==> src/rtl/uart_pkg.sv <==
// Purpose : Shared definitions for the UART receiver and transmitter.
//           Holds the parity mode and receiver state enums, the minimum
//           divisor, and a helper that maps the raw parity_mode field
//           onto parity_mode_t.
// Ports   : none (package)
package uart_pkg;

   // Smallest usable divisor. The mid-bit sample point needs a half period
   // of at least 2 clocks.
   localparam int UART_MIN_DIV = 4;

   typedef enum logic [1:0] {
      PAR_NONE = 2'b00,
      PAR_EVEN = 2'b01,
      PAR_ODD  = 2'b10
   } parity_mode_t;

   typedef enum logic [2:0] {
      IDLE,
      START,
      DATA,
      PARITY,
      STOP,
      BREAK
   } rx_state_t;

   // The encoding 2'b11 is reserved and behaves like "no parity".
   function automatic parity_mode_t decode_parity(input logic [1:0] mode);
      parity_mode_t result;
      case (mode)
         2'b01:   result = PAR_EVEN;
         2'b10:   result = PAR_ODD;
         default: result = PAR_NONE;
      endcase
      return result;
   endfunction

endpackage

==> src/rtl/uart_bit_timer.sv <==
// Purpose : Bit-period down-counter shared by the UART receiver and
//           transmitter. load_half starts a half period (used to land on
//           the middle of the start bit), load_full starts a full period.
//           While run is high the counter auto-reloads div-1 each time it
//           reaches zero, and tick is high for that one cycle.
// Ports   : clk, rst      clock, synchronous active-high reset
//           load_half     load (div>>1)-1
//           load_full     load div-1
//           run           count enable
//           div           effective clocks per bit (already clamped)
//           tick          count reached zero while running
module uart_bit_timer #(
   parameter int DIV_W = 16
) (
   input  logic             clk,
   input  logic             rst,
   input  logic             load_half,
   input  logic             load_full,
   input  logic             run,
   input  logic [DIV_W-1:0] div,
   output logic             tick
);

   logic [DIV_W-1:0] cnt;

   always_ff @(posedge clk) begin
      if (rst) begin
         cnt <= '0;
      end else if (load_half) begin
         cnt <= (div >> 1) - DIV_W'(1);
      end else if (load_full) begin
         cnt <= div - DIV_W'(1);
      end else if (run) begin
         if (cnt == '0) begin
            cnt <= div - DIV_W'(1);
         end else begin
            cnt <= cnt - DIV_W'(1);
         end
      end
   end

   assign tick = run && (cnt == '0);

endmodule

==> src/rtl/uart_rx_cfg.sv <==
// Purpose : Configurable UART receiver. Runtime baud divisor and parity
//           mode (captured on each start edge), DATA_BITS payload bits LSB
//           first, STOP_BITS checked stop bits, start-bit glitch rejection,
//           parity/framing/overrun flags and break hold-off.
// Ports   : clk, rst      clock, synchronous active-high reset
//           RX            asynchronous serial line, idle high
//           baud_div      clocks per bit (values below 4 act as 4)
//           parity_mode   00 none, 01 even, 10 odd, 11 none
//           clr_rdy       host acknowledge; clears rdy and all flags
//           rx_data       last received payload
//           rdy           frame available
//           parity_err    parity mismatch on the frame in rx_data
//           frame_err     a stop bit was sampled low on that frame
//           overrun       a frame completed while rdy was still set
module uart_rx_cfg
   import uart_pkg::*;
#(
   parameter int DATA_BITS = 8,
   parameter int STOP_BITS = 1,
   parameter int DIV_W     = 16
) (
   input  logic                 clk,
   input  logic                 rst,
   input  logic                 RX,
   input  logic [DIV_W-1:0]     baud_div,
   input  logic [1:0]           parity_mode,
   input  logic                 clr_rdy,
   output logic [DATA_BITS-1:0] rx_data,
   output logic                 rdy,
   output logic                 parity_err,
   output logic                 frame_err,
   output logic                 overrun
);

   localparam logic [3:0] LAST_DATA = 4'(DATA_BITS - 1);
   localparam logic [3:0] LAST_STOP = 4'(STOP_BITS - 1);

   rx_state_t              state;
   parity_mode_t           par_q;
   logic                   rx_meta;
   logic                   rx_s;
   logic [DIV_W-1:0]       div_q;
   logic [DIV_W-1:0]       eff_in;
   logic [DIV_W-1:0]       timer_div;
   logic [DATA_BITS-1:0]   shift;
   logic [3:0]             bit_cnt;
   logic                   par_err_int;
   logic                   frame_err_int;
   logic                   start_det;
   logic                   timer_run;
   logic                   tick;
   logic                   stop_bad;

   // Two-flop synchroniser; resets to the idle-high line level.
   always_ff @(posedge clk) begin
      if (rst) begin
         rx_meta <= 1'b1;
         rx_s    <= 1'b1;
      end else begin
         rx_meta <= RX;
         rx_s    <= rx_meta;
      end
   end

   assign eff_in    = (baud_div < DIV_W'(UART_MIN_DIV)) ? DIV_W'(UART_MIN_DIV) : baud_div;
   assign start_det = (state == IDLE) && !rx_s;
   // The half-period load happens in the same cycle the divisor is captured,
   // so the timer sees the live clamped input then and the captured copy after.
   assign timer_div = start_det ? eff_in : div_q;
   assign timer_run = (state == START) || (state == DATA) ||
                      (state == PARITY) || (state == STOP);
   assign stop_bad  = frame_err_int | ~rx_s;

   uart_bit_timer #(
      .DIV_W(DIV_W)
   ) u_timer (
      .clk      (clk),
      .rst      (rst),
      .load_half(start_det),
      .load_full(1'b0),
      .run      (timer_run),
      .div      (timer_div),
      .tick     (tick)
   );

   // Receive FSM plus datapath and host flags. A clr_rdy is applied first so
   // that a frame completing in the same cycle overrides it.
   always_ff @(posedge clk) begin
      if (rst) begin
         state         <= IDLE;
         par_q         <= PAR_NONE;
         div_q         <= DIV_W'(UART_MIN_DIV);
         shift         <= '0;
         bit_cnt       <= '0;
         par_err_int   <= 1'b0;
         frame_err_int <= 1'b0;
         rx_data       <= '0;
         rdy           <= 1'b0;
         parity_err    <= 1'b0;
         frame_err     <= 1'b0;
         overrun       <= 1'b0;
      end else begin
         if (clr_rdy) begin
            rdy        <= 1'b0;
            parity_err <= 1'b0;
            frame_err  <= 1'b0;
            overrun    <= 1'b0;
         end
         case (state)
            IDLE: begin
               if (!rx_s) begin
                  div_q         <= eff_in;
                  par_q         <= decode_parity(parity_mode);
                  par_err_int   <= 1'b0;
                  frame_err_int <= 1'b0;
                  bit_cnt       <= '0;
                  state         <= START;
               end
            end
            START: begin
               if (tick) begin
                  // Line back high at mid start bit: treat as noise.
                  state   <= rx_s ? IDLE : DATA;
                  bit_cnt <= '0;
               end
            end
            DATA: begin
               if (tick) begin
                  shift <= {rx_s, shift[DATA_BITS-1:1]};
                  if (bit_cnt == LAST_DATA) begin
                     bit_cnt <= '0;
                     state   <= (par_q == PAR_NONE) ? STOP : PARITY;
                  end else begin
                     bit_cnt <= bit_cnt + 4'd1;
                  end
               end
            end
            PARITY: begin
               if (tick) begin
                  par_err_int <= (par_q == PAR_EVEN) ? (^{shift, rx_s}) : ~(^{shift, rx_s});
                  state       <= STOP;
               end
            end
            STOP: begin
               if (tick) begin
                  if (bit_cnt == LAST_STOP) begin
                     rx_data    <= shift;
                     rdy        <= 1'b1;
                     parity_err <= par_err_int;
                     frame_err  <= stop_bad;
                     overrun    <= clr_rdy ? 1'b0 : (overrun | rdy);
                     bit_cnt    <= '0;
                     state      <= stop_bad ? BREAK : IDLE;
                  end else begin
                     frame_err_int <= stop_bad;
                     bit_cnt       <= bit_cnt + 4'd1;
                  end
               end
            end
            BREAK: begin
               if (rx_s) begin
                  state <= IDLE;
               end
            end
            default: state <= IDLE;
         endcase
      end
   end

endmodule
==> config.mk <==
export PLATFORM = sky130hd
export DESIGN_NAME = uart_rx_cfg
export DESIGN_NICKNAME = d
export VERILOG_FILES = /design/src/rtl/uart_pkg.sv /design/src/rtl/uart_bit_timer.sv /design/src/rtl/uart_rx_cfg.sv
export SDC_FILE = /design/constraint.sdc
export NUM_CORES = 1
export LEC_CHECK = 0
export BUFFER_PORTS_ARGS = -buffer_cell sky130_fd_sc_hd__buf_2
export CELL_PAD_IN_SITES_DETAIL_PLACEMENT = 2
export CELL_PAD_IN_SITES_GLOBAL_PLACEMENT = 2
export CORE_MARGIN = 10
export CORE_UTILIZATION = 38
export DETAILED_ROUTE_END_ITERATION = 10
export HOLD_SLACK_MARGIN = 0.06
export MAX_ROUTING_LAYER = met4
export PLACE_DENSITY_LB_ADDON = 0.1
export SLEW_MARGIN = 5
export SYNTH_ARGS = -nofsm -noshare
export SYNTH_HDL_FRONTEND = slang
export SYNTH_SLANG_ARGS = --single-unit
==> constraint.sdc <==
create_clock -name clk -period 5.85 [get_ports clk]
set_clock_uncertainty 0.15 [all_clocks]
set_input_delay 0.8775 -clock clk [delete_from_list [all_inputs] [get_ports clk]]
set_output_delay 0.8775 -clock clk [all_outputs]
set_load 0.005 [all_outputs]
---- Word level (Yosys, flattened, before mapping) ----
Cells that the tools add are included.
storage, ports and cells
  register bits after elaboration ......... 65
  input bits .............................. 22
  output and inout bits ................... 12
  word-level logic and storage cells ...... 113
operators by class
  $add $sub $neg .......................... 4
  $lt $le $gt $ge ......................... 1
  equality and inequality tests ........... 18
  mux-type cells .......................... 49
  bitwise gates (word level) .............. 4
  reduce and logical (&&, ||, !) cells .... 22
operator list
  operator                                                               count
  16-bit 2-to-1 mux                                                      5
  16-bit by 1-bit subtractor with 16-bit output, second input constant   2
  3-bit 2-to-1 mux                                                       10
  4-bit 2-to-1 mux                                                       6
  1-bit 2-to-1 mux                                                       22
  3-bit one-hot mux with 6 select lines                                  1
  16-bit logical NOT                                                     1
  16-bit by 3-bit < comparator with 1-bit output, second input constant  1
  4-bit one-hot mux with 4 select lines                                  1
  15-bit by 1-bit subtractor with 16-bit output, second input constant   1
  2-bit != test, second input constant                                   7
  9-bit parity                                                           1
  8-bit AND reduction                                                    1
  3-bit by 2-bit == test with 1-bit output, second input constant        2
  3-bit == test, second input constant                                   2
  3-bit AND reduction                                                    2
  2-bit nonzero test                                                     3
  5-bit AND reduction                                                    1
  4-bit by 1-bit adder with 4-bit output, second input constant          1
  2-bit by 1-bit == test with 1-bit output, second input constant        2
  4-bit by 3-bit == test with 1-bit output, second input constant        1
  4-bit logical NOT                                                      1
  2-bit by 1-bit != test with 1-bit output, second input constant        2
  1-bit one-hot mux with 2 select lines                                  2
  14 further kinds                                                       20

---- Longest topological paths before layout ----
Gate-level depths: netlist (run 1).
  depth after elaboration ................. 7
  mapped depth ............................ 11
  mapped depth without buffers ............ 9

---- By module ----
From an unflattened synthesis (run 1), not the netlist that was laid out.
second synthesis, totals
  cell total of the unflattened synthesis .. 499
  area, all modules ....................... 3935.0 sq um
by module, submodules not included
  module          times used  cells an instance  area an instance (sq um)  sequential area each (sq um)
  uart_rx_cfg     1           279                2192.1                    980.9
  uart_bit_timer  1           220                1742.9                    320.3

---- Worst setup path after synthesis (run 1) ----
Ideal clock, no wire load.
  path type ............................... reg2reg
  start point ............................. register rx_s
  end point ............................... register u_timer.cnt[10]
  setup time .............................. 0.086 ns
  data arrival time ....................... 2.686 ns
  data required time ...................... 5.614 ns
  path slack .............................. 2.928 ns
  cell stages (with the launch flop) ...... 11
  path buffers ............................ 3
  period minus slack after synthesis ...... 2.922 ns
  path through ............................ dfxtp_1 buf_6 nor4_2 clkbuf_1 buf_1 o21a_1 ha_1 o21ai_1 nor4b_2 xnor2_1 a211oi_1
on the way
  longest elaborated chain between the ends .. 7
  elaborated cells on any way between the ends .. 9
  those cells by class .................... 2 x add/sub; 4 x mux; 3 x reduce/logical
ends and longest elaborated chain
  item                                           line                  text
  start, declared                                uart_rx_cfg.sv:41     logic rx_s;
  start signal, assigned                         uart_rx_cfg.sv:61     rx_s <= rx_meta;
  1-bit logical NOT *                            -
  1-bit logical AND *                            uart_rx_cfg.sv:66     assign start_det = (state == IDLE) && !rx_s;
  16-bit 2-to-1 mux                              uart_rx_cfg.sv:69     assign timer_div = start_det ? eff_in : div_q;
  16-bit by 1-bit subtractor with 16-bit output  uart_bit_timer.sv:35  cnt <= div - DIV_W'(1);
  16-bit 2-to-1 mux                              uart_bit_timer.sv:34  if (cnt == '0) begin
  16-bit 2-to-1 mux                              uart_bit_timer.sv:33  end else if (run) begin
  16-bit 2-to-1 mux                              uart_bit_timer.sv:29  end else if (load_half) begin
  end signal, assigned                           uart_bit_timer.sv:30  cnt <= (div >> 1) - DIV_W'(1);
  end signal, assigned                           uart_bit_timer.sv:35
  end signal, assigned                           uart_bit_timer.sv:37  cnt <= cnt - DIV_W'(1);
  end, declared                                  uart_bit_timer.sv:24  logic [DIV_W-1:0] cnt;
Every way passes the cells marked *; elsewhere a longest branch is shown, timed or not. The select of a mux whose other input is x is not followed.
A chain may end at the register's enable or synchronous reset.

---- Worst setup path after layout (run 1) ----
  start point ............................. register u_timer.cnt[10]
  end point ............................... register u_timer.cnt[14]
on the way
  longest elaborated chain between the ends .. 4
  elaborated cells on any way between the ends .. 5
  those cells by class .................... 1 x add/sub; 3 x mux; 1 x reduce/logical
ends and longest elaborated chain
  item                                                                                 line                                        text
  start signal, assigned                                                               uart_bit_timer.sv:30
  start signal, assigned                                                               uart_bit_timer.sv:32                        cnt <= div - DIV_W'(1);
  start signal, assigned                                                               uart_bit_timer.sv:35
  16-bit by 1-bit subtractor with 16-bit output or 16-bit logical NOT (tied branches)  uart_bit_timer.sv:37, uart_bit_timer.sv:34
  16-bit 2-to-1 mux *                                                                  uart_bit_timer.sv:34
  16-bit 2-to-1 mux *                                                                  uart_bit_timer.sv:33
  16-bit 2-to-1 mux *                                                                  uart_bit_timer.sv:29
Marked as above.

==> results of run 1 <==
-- worst max path at each step --
stage                                       from                            to  slack (ns)  cells after the start
floorplan                        rx_s$_SDFF_PP1_  u_timer.cnt[10]$_SDFFE_PP0P_        2.93                     10
global placement    u_timer.cnt[10]$_SDFFE_PP0P_  u_timer.cnt[14]$_SDFFE_PP0P_        2.28                      9
detailed placement  u_timer.cnt[10]$_SDFFE_PP0P_  u_timer.cnt[14]$_SDFFE_PP0P_        2.22                      9
CTS                 u_timer.cnt[10]$_SDFFE_PP0P_  u_timer.cnt[14]$_SDFFE_PP0P_        2.16                      9
global route        u_timer.cnt[10]$_SDFFE_PP0P_  u_timer.cnt[14]$_SDFFE_PP0P_        1.92                      9
finish              u_timer.cnt[10]$_SDFFE_PP0P_  u_timer.cnt[14]$_SDFFE_PP0P_        2.13                      9
-- sequential cells by signal, summed over array words and instances, names as in the netlist --
register / count
div_q: 16
u_timer.cnt: 16
rx_data: 8
shift: 8
bit_cnt: 4
state: 3
par_q: 2
frame_err: 1
frame_err_int: 1
overrun: 1
par_err_int: 1
parity_err: 1
rdy: 1
rx_meta: 1
rx_s: 1
-- cells by family (layout without fill, tap and decap cells) --
family | count (synthesis) | after routing | synth area share, %
XOR/XNOR | 18 | 18 | 4.85
AO/OA/AOI/OAI | 97 | 97 | 19.3
buffers and inverters | 30 | 59 | 4.39
flip-flops | 65 | 65 | 40.1
adder cells (fa/ha/maj) | 3 | 3 | 1.16
multiplexers | 9 | 9 | 2.77
AND/OR/NAND/NOR | 174 | 174 | 27.5
-- final cells by class --
type | count | area, um^2 | area share, %
multi-input cells | 301 | 1820 | 49.4
clock buffers | 11 | 151 | 4.11
inverters | 6 | 22.5 | 0.612
flip-flops and latches | 65 | 1300 | 35.4
well taps | 105 | 131 | 3.57
repair buffers | 37 | 195 | 5.30
clock inverters | 5 | 62.6 | 1.70
-- cell usage in the layout, fill, tap and decap left out, types with 3 or more instances in the layout --
| master | count |
|---|---|
| nor4_1 | 8 |
| a311oi_1 | 4 |
| o21ai_1 | 3 |
| or4_4 | 3 |
| o21ai_0 | 8 |
| nor2b_1 | 5 |
| a31oi_1 | 3 |
| a21o_1 | 4 |
| buf_4 | 4 |
| dfxtp_1 | 65 |
| xnor2_1 | 17 |
| a21oi_1 | 39 |
| clkbuf_8 | 11 |
| o21a_1 | 3 |
| nand2b_1 | 3 |
| nor3b_1 | 3 |
| nor3_1 | 8 |
| nand3_1 | 14 |
| nand3b_1 | 3 |
| a211oi_1 | 13 |
| nand2_1 | 57 |
| o211ai_2 | 3 |
| buf_2 | 33 |
| or2_2 | 3 |
| o211ai_1 | 5 |
| ha_1 | 3 |
| nor2_1 | 48 |
| inv_1 | 6 |
| nor4_2 | 3 |
| mux2i_1 | 9 |
-- power groups by stage --
stage | Clock (uW) | Sequential [uW] | Combinational, uW
floorplan | 0 | 486 | 215
global placement | 0 | 493 | 261
detailed placement | 0 | 495 | 269
CTS | 428 | 485 | 275
global route | 450 | 488 | 304
finish | 417 | 485 | 275
-- per-layer routing --
metal / routed length [um] / up-vias / share of wire (%)
li1: - / 1453 / -
met1: 4840 / 1504 / 47
met2: 5150 / 32 / 49
met3: 307 / 10 / 2.9
met4: 112 / 0 / 1.1
met5: 0 / - / 0
-- stage by stage --
| stage | worst slack, ns | hold slack (ns) |
|---|---|---|
| floorplan | 2.93 | 0.239 |
| global placement | 2.28 | 0.247 |
| detailed placement | 2.22 | 0.259 |
| CTS | 2.16 | 0.283 |
| global route | 1.92 | 0.311 |
| finish | 2.13 | 0.278 |
==> out/results.ini, run 1 <==
[run_status]
status = finished, final reports clean

[yosys]
yosys_register_bits = 65
synth.largest_area_cell = dfxtp_1
synth_fp_nets = 421
synthCells = 396
synth_ff_type = dfxtp_1
synth_top_area_share_pct = 40.1
synth_area_leaders = dfxtp_1 40%, nand2_1 6.6%, a21oi_1 6.2%
netlist_area_um2 = 3250
ys_seq_area_share_pct = 40.1
async_flop_share_pct = 0
synth_area_per_cell_um2 = 8.20
yosysMostFrequentCell = dfxtp_1
yosysUniqueCellTypes = 52
synth-edff-count = 0
synthTopCellsByCount = 65 x dfxtp_1, 57 x nand2_1, 48 x nor2_1
yosysWarnings = 0

[clock_network]
clock-sinks = 65
clock_path_buffers = 2
cts_root_buf = clkbuf_8
tritoncts = yes
cts_hold_buf = 0
numCtsBuffers = 9
clk_pin_slew_worst_paths_ns = 0.08
cts_max_level = 3
cts_setup_buffers = 0
ctsResizeCount = 0
worst_skew_pair.late_latency_ns = 0.36

[setup_path]
regToRegEndpoint = u_timer.cnt[14]$_SDFFE_PP0P_
reg2reg_slack_ns = 2.13
arrival_ns = 3.83
slowest_delay_ns = 0.84
crit_chain = nor4_1, and4_1, a211oi_1, or2_2, ha_1, o21ai_1, nor2_1, a21o_1, a311oi_1
cp_slowest_cell = and4_1
cp-start-kind = flip-flop
r2r-start = u_timer.cnt[10]$_SDFFE_PP0P_
reg2reg_depth = 9
critPathTopFamily = simple AND/OR/NAND/NOR gates
end_kind = flip-flop
worst-setup-path-type = flip-flop to flip-flop
worst-path-buf-inv = 0
cp_max_fo = 20
critPathRequiredTime_ns = 5.96

[floorplanning]
dieArea_um2 = 12600
die_x_um = 112
die_y_um = 112
num_rows = 33
coreArea_um2 = 8260
initial_core_util_pct = 39.3
ios = 34

[worst_hold_path]
worstHoldStart = rx_meta$_SDFF_PP1_
worst_hold_path.num_cells = 1
hold_end = rx_s$_SDFF_PP1_
worstHoldPathType = flip-flop to flip-flop

[power_and_ir_drop]
power_density_nw_per_um2 = 320
power_frac_clock_pct = 35.5
intPower_uw = 788
seqPwrFrac_pct = 41.2
p_sw_share_pct = 33.1
p_comb_share_pct = 23.3
power.leakage_uw = 0.00135
peakVddDrop_uv = 129
p_switching_uw = 390
power_uw = 1180

[cells_and_area]
final_cells = 530
final_area_um2 = 3680
drive_gt1_share_pct = 17.6
fillers = 938
final_nets = 445
utilization_pct = 44.6
diodes = 0
area_growth_pct = 13.3

[timing]
finalSetupViolCount = 0
finalHoldViolations = 0
tightest_slew_ns = 0.907
finalCriticalPeriod_ns = 3.72
fin_tns_setup_ns = 0
fmax_mhz = 268
final.period_utilization_pct = 63.7
report.final.slew_viol_count = 0
slew_headroom_pct = 39.1
grt_setup_unrepaired = no

[placement]
port-buffer-count = 33
hpwl_mm = 7.16
placed_cells = 514
routabilityCongestion = 0.811
post_dp_cell_area_um2 = 3470

[global_routing]
grt_max_degree = 66
grt_busiest_layer = met2
grt_pass1_wl_mm = 17.3
met2_usage_pct = 28.4
first_global_vias = 3301
grt_overflow = 0
grt_util_met1_pct = 20.2
antenna_found_initial = 0
grt.met3_usage_pct = 4.31
grt_usage_pct = 17.1

[routing]
drt-initial-drc-count = 109
ant_nets = 0
first_pass_iters = 4
wirelength_mm = 10.4
vias = 2999
wire_per_inst_um = 19.6
vias_per_cell = 5.66
route.detailed.drc = 0

[flow_run]
cap_violations = 0

(Power assumes the default switching activity.)
==> inputs of run 2 (changes only) <==
Settings changed: CORE_UTILIZATION 38 to 32.
Clock period 5.85 ns to 3.36 ns, I/O delays scaled along.
==> out/results.ini, run 2 (same netlist as run 1, synthesis figures left out) <==
[global_routing]
grt_max_degree = 32  ; -52%
grt_pass1_wl_mm = 17.4  ; +0.72%
grt_util_met1_pct = 19.4  ; -0.86 points
first_global_vias = 3309  ; +0.24%
grt_busiest_layer = met2
grt.met3_usage_pct = 3.58  ; -0.73 points
grt_overflow = 0  ; unchanged
grt_usage_pct = 15.1  ; -1.9 points
met2_usage_pct = 23.0  ; -5.4 points
antenna_found_initial = 1  ; +1

[power_and_ir_drop]
peakVddDrop_uv = 163  ; +27%
power_density_nw_per_um2 = 539  ; +68%
power.leakage_uw = 0.00145  ; +7.4%

[setup_path]
slowest_delay_ns = 0.57  ; -0.27 ns
end_kind = flip-flop
critPathRequiredTime_ns = 3.47  ; -2.49 ns
r2r-start = u_timer.cnt[15]$_SDFFE_PP0P_
arrival_ns = 3.15  ; -0.68 ns
worst-setup-path-type = flip-flop to flip-flop
cp-start-kind = flip-flop
worst-path-buf-inv = 0  ; unchanged
critPathTopFamily = simple AND/OR/NAND/NOR gates
crit_chain = nor4_1, and4_1, a211oi_1, or2_2, ha_1, o21ai_1, nor2_1, a21o_1, a311oi_1
cp_slowest_cell = nor4_1
critical_path.startpoint = u_timer.cnt[15]$_SDFFE_PP0P_
reg2reg_slack_ns = 0.32  ; -1.80 ns
cp_max_fo = 4  ; -80%

[clock_network]
clock-sinks = 65  ; unchanged
cts_root_buf = clkbuf_8
numCtsBuffers = 9  ; unchanged
ctsResizeCount = 0  ; unchanged
tritoncts = yes
cts_hold_buf = 0  ; unchanged
clock_path_buffers = 2  ; unchanged
cts_max_level = 3  ; unchanged
clk_pin_slew_worst_paths_ns = 0.08  ; about the same
cts_setup_buffers = 0  ; unchanged
worst_skew_pair.late_latency_ns = 0.35  ; about the same

[routing]
first_pass_iters = 4  ; unchanged
route.detailed.drc = 0  ; unchanged
wirelength_mm = 10.1  ; -2.6%
drt-initial-drc-count = 121  ; +11%
vias = 3044  ; +1.5%
wire_per_inst_um = 17.5  ; -11%
ant_nets = 0  ; unchanged
vias_per_cell = 5.27  ; -6.9%

[cells_and_area]
drive_gt1_share_pct = 21.1  ; +3.5 points
layout_common_cells = 65 x dfxtp_1, 57 x nand2_1, 48 x nor2_1
top_regs = div_q (16), u_timer.cnt (16)
multi_input_area_um2 = 1820  ; unchanged
regArea_um2 = 1300  ; unchanged
diodes = 0  ; unchanged
utilization_pct = 39.3  ; -5.3 points
fillers = 1167  ; +24%
final_nets = 465  ; +4.5%
area_growth_pct = 18.8
final_common_cell = dfxtp_1

[worst_hold_path]
worstHoldPathType = primary input to flip-flop
worstHoldStart = RX

[timing]
finalCriticalPeriod_ns = 3.04  ; -0.688 ns
final.period_utilization_pct = 90.4  ; +27 points
fmax_mhz = 329  ; +23%
slew_headroom_pct = 54.7  ; +16 points
finalHoldViolations = 0  ; unchanged
finalSetupViolCount = 0  ; unchanged
fin_tns_setup_ns = 0  ; unchanged
fin_hold_ws_ns = 0.185  ; -0.0928 ns
tightest_slew_ns = 0.674  ; -0.233 ns
report.final.slew_viol_count = 0  ; unchanged
grt_setup_unrepaired = no

[floorplanning]
die_x_um = 121  ; +7.4%
initial_core_util_pct = 33.1  ; -6.3 points
dieArea_um2 = 14600  ; +15%
die_y_um = 121  ; +7.4%
coreArea_um2 = 9820  ; +19%
num_rows = 36  ; +9.1%
ios = 34  ; unchanged

[placement]
routabilityCongestion = 0.800  ; -1.4%
hpwl_mm = 7.38  ; +3.0%
port-buffer-count = 33  ; unchanged

[flow_run]
cap_violations = 0  ; unchanged

[run_status]
status = finished, final reports clean

run 2: cell count changes in the layout (fill, tap and decap cells not counted):
| cell | change |
|---|---|
| clkinv_2 | +1 |
| buf_4 | +20 |
| clkinvlp_4 | -1 |
| inv_6 | -1 |
| clkbuf_1 | +1 |
run 2: power breakdown:
group          internal [uW]  switching, uW
clock                    384            326
sequential               808           29.8
combinational            218            313
total                   1410            669
run 2: area by class of cell:
cell class | instances | area share, %
multi-input combinational | 301 | 47.1
sequential | 65 | 33.7
timing repair buffer | 57 | 8.95
tap | 133 | 4.31
clock buffer | 12 | 4.02
clock inverter | 4 | 1.33
inverter | 6 | 0.584
run 2: path summary, 6_finish.rpt:
kind / end / cells past startpoint
min reg2reg: div_q[12]$_SDFFE_PP0N_ / 2
min: rx_meta$_SDFF_PP1_ / 2
max: u_timer.cnt[14]$_SDFFE_PP0P_ / 9
max reg2reg: u_timer.cnt[14]$_SDFFE_PP0P_ / 9
run 2: layer usage:
layer / up-vias / wire, um / share of wire, %
met3: 9 / 289 / 2.9
met5: - / 0 / 0
met2: 35 / 4600 / 45
met4: 0 / 108 / 1.1
li1: 1499 / - / -
met1: 1501 / 5130 / 51
run 2: through the flow:
step                instances  setup slack [ns]  power (uW)  instance area (um^2)
floorplan                 396             0.438        1220                  3250
global placement          562             0.309        1370                  3650
detailed placement        562             0.222        1380                  3650
CTS                       578             0.331        2100                  3860
global route              578             0.137        2210                  3860
finish                    578             0.323        2080                  3860
==> inputs of run 3 (changes only) <==
Settings changed: CORE_ASPECT_RATIO set to 1.2, RECOVER_POWER set to 25.
==> out/results.ini, run 3 (same netlist as run 1, synthesis figures left out) <==
[power_and_ir_drop]
peakVddDrop_uv = 250  ; +53%
power_frac_clock_pct = 44.6  ; +10 points
seqPwrFrac_pct = 34.0  ; -6.3 points
p_comb_share_pct = 21.4  ; -4.1 points
p_switching_uw = 725  ; +8.4%
intPower_uw = 1750  ; +24%
p_sw_share_pct = 29.3  ; -2.8 points
power.leakage_uw = 0.00145  ; about the same
power_density_nw_per_um2 = 623  ; +16%

[global_routing]
first_global_vias = 3318  ; +0.27%
grt_usage_pct = 15.2  ; +0.047 points
grt_overflow = 0  ; unchanged
grt_pass1_wl_mm = 17.2  ; -1.1%
antenna_found_initial = 0  ; -1
grt_max_degree = 48  ; +50%

[timing]
fmax_mhz = 320  ; -2.9%
layout_setup_ws_ns = 0.231  ; -0.0921 ns
final.period_utilization_pct = 93.1  ; +2.7 points
finalHoldViolations = 0  ; unchanged
report.final.slew_viol_count = 48  ; +48
fin_tns_setup_ns = 0  ; unchanged
finalCriticalPeriod_ns = 3.13  ; +0.0921 ns
tightest_slew_ns = 2.20  ; +1.53 ns
grt_setup_unrepaired = no
finalSetupViolCount = 0  ; unchanged
slew_headroom_pct = -46.8  ; -100 points

[run_status]
violations = max-capacitance violations, max-slew violations
status = finished with violations

[setup_path]
worst-path-buf-inv = 0  ; unchanged
end_kind = flip-flop
slowest_delay_ns = 0.74  ; +0.17 ns
cp_slowest_cell = or4_4
crit_path_frequent_cell = or4_4
critical_path.startpoint = rx_s$_SDFF_PP1_
cp_max_fo = 30  ; +26
worst-setup-path-type = flip-flop to flip-flop
crit_chain = or4_4, nand2_1, o211ai_2, or4_4, nor3_4, nand4_1, a311oi_1
arrival_ns = 3.20  ; +0.05 ns
critPathTopFamily = simple AND/OR/NAND/NOR gates
cp-start-kind = flip-flop
critPathRequiredTime_ns = 3.43  ; -0.04 ns
r2r-start = rx_s$_SDFF_PP1_

[clock_network]
worst_skew_pair.late_latency_ns = 0.34  ; about the same
cts_setup_buffers = 0  ; unchanged
cts_max_level = 3  ; unchanged
tritoncts = yes
numCtsBuffers = 9  ; unchanged
cts_hold_buf = 0  ; unchanged
clock_path_buffers = 2  ; unchanged
clock-sinks = 65  ; unchanged
clk_pin_slew_worst_paths_ns = 0.06  ; -0.02 ns
ctsResizeCount = 0  ; unchanged
cts_root_buf = clkbuf_16

[cells_and_area]
final_nets = 465  ; unchanged
diodes = 0  ; unchanged
top_regs = div_q (16), u_timer.cnt (16)
layout_common_cells = 65 x dfxtp_1, 57 x nand2_1, 48 x nor2_1
area_growth_pct = 22.1
drive_gt1_share_pct = 18.2  ; -2.9 points
final_common_cell = dfxtp_1

[placement]
hpwl_mm = 7.59  ; +2.9%
routabilityCongestion = 0.796  ; -0.50%
dp_slack_ns = 0.160  ; -0.0625 ns
port-buffer-count = 33  ; unchanged

[floorplanning]
die_x_um = 112  ; -7.3%
dieArea_um2 = 14600  ; +0.11%
coreArea_um2 = 9960  ; +1.4%
initial_core_util_pct = 32.6  ; -0.47 points
ios = 34  ; unchanged
num_rows = 40  ; +11%
die_y_um = 130  ; +8.0%

[routing]
first_pass_iters = 4  ; unchanged
wirelength_mm = 10.4  ; +2.3%
vias = 3040  ; -0.13%
vias_per_cell = 5.32  ; +1.1%
route.detailed.drc = 0  ; unchanged
ant_nets = 0  ; unchanged
wire_per_inst_um = 18.2  ; +3.6%
drt-initial-drc-count = 73  ; -40%

[worst_hold_path]
worstHoldStart = RX
worstHoldPathType = primary input to flip-flop

[flow_run]
cap_violations = 1  ; +1

run 3: layer usage:
metal / wire length, um / GRT usage [%] / up-vias
met1: 4230 / 15.7 / 1489
li1: - / - / 1498
met3: 355 / 3.86 / 15
met4: 158 / 5.61 / 0
met5: 0 / - / -
met2: 5620 / 27.5 / 38
run 3: through the flow:
step                std cells  power (uW)  hold slack, ns  area [um^2]  util, %
floorplan                 396        1220           0.239         3250        -
global placement          555        1370           0.276         3640     36.6
detailed placement        555        1390           0.265         3640     36.6
CTS                       571        2510           0.200         3990     40.0
global route              571        2600           0.200         3970     39.8
finish                    571        2470           0.208         3970     39.8
run 3: power groups by stage:
stage	Combinational, uW	Clock, uW	Sequential [uW]
floorplan	374	0	846
global placement	513	0	856
detailed placement	528	0	857
CTS	536	1130	841
global route	586	1170	846
finish	528	1100	841
run 3: worst paths after layout:
kind | to | slack, ns | depth (start not counted)
max | u_timer.cnt[15]$_SDFFE_PP0P_ | 0.23 | 7
max reg2reg | u_timer.cnt[15]$_SDFFE_PP0P_ | 0.23 | 7
min reg2reg | rx_s$_SDFF_PP1_ | 0.27 | 1
min | rx_meta$_SDFF_PP1_ | 0.21 | 2
run 3: layout make-up:
type | count | area [um^2]
Inverter | 6 | 22.5
Fill cell | 1166 | 5990
Sequential cell | 65 | 1300
Clock inverter | 7 | 119
Tap cell | 126 | 158
Multi-Input combinational cell | 301 | 1820
Clock buffer | 9 | 225
Timing Repair Buffer | 57 | 325
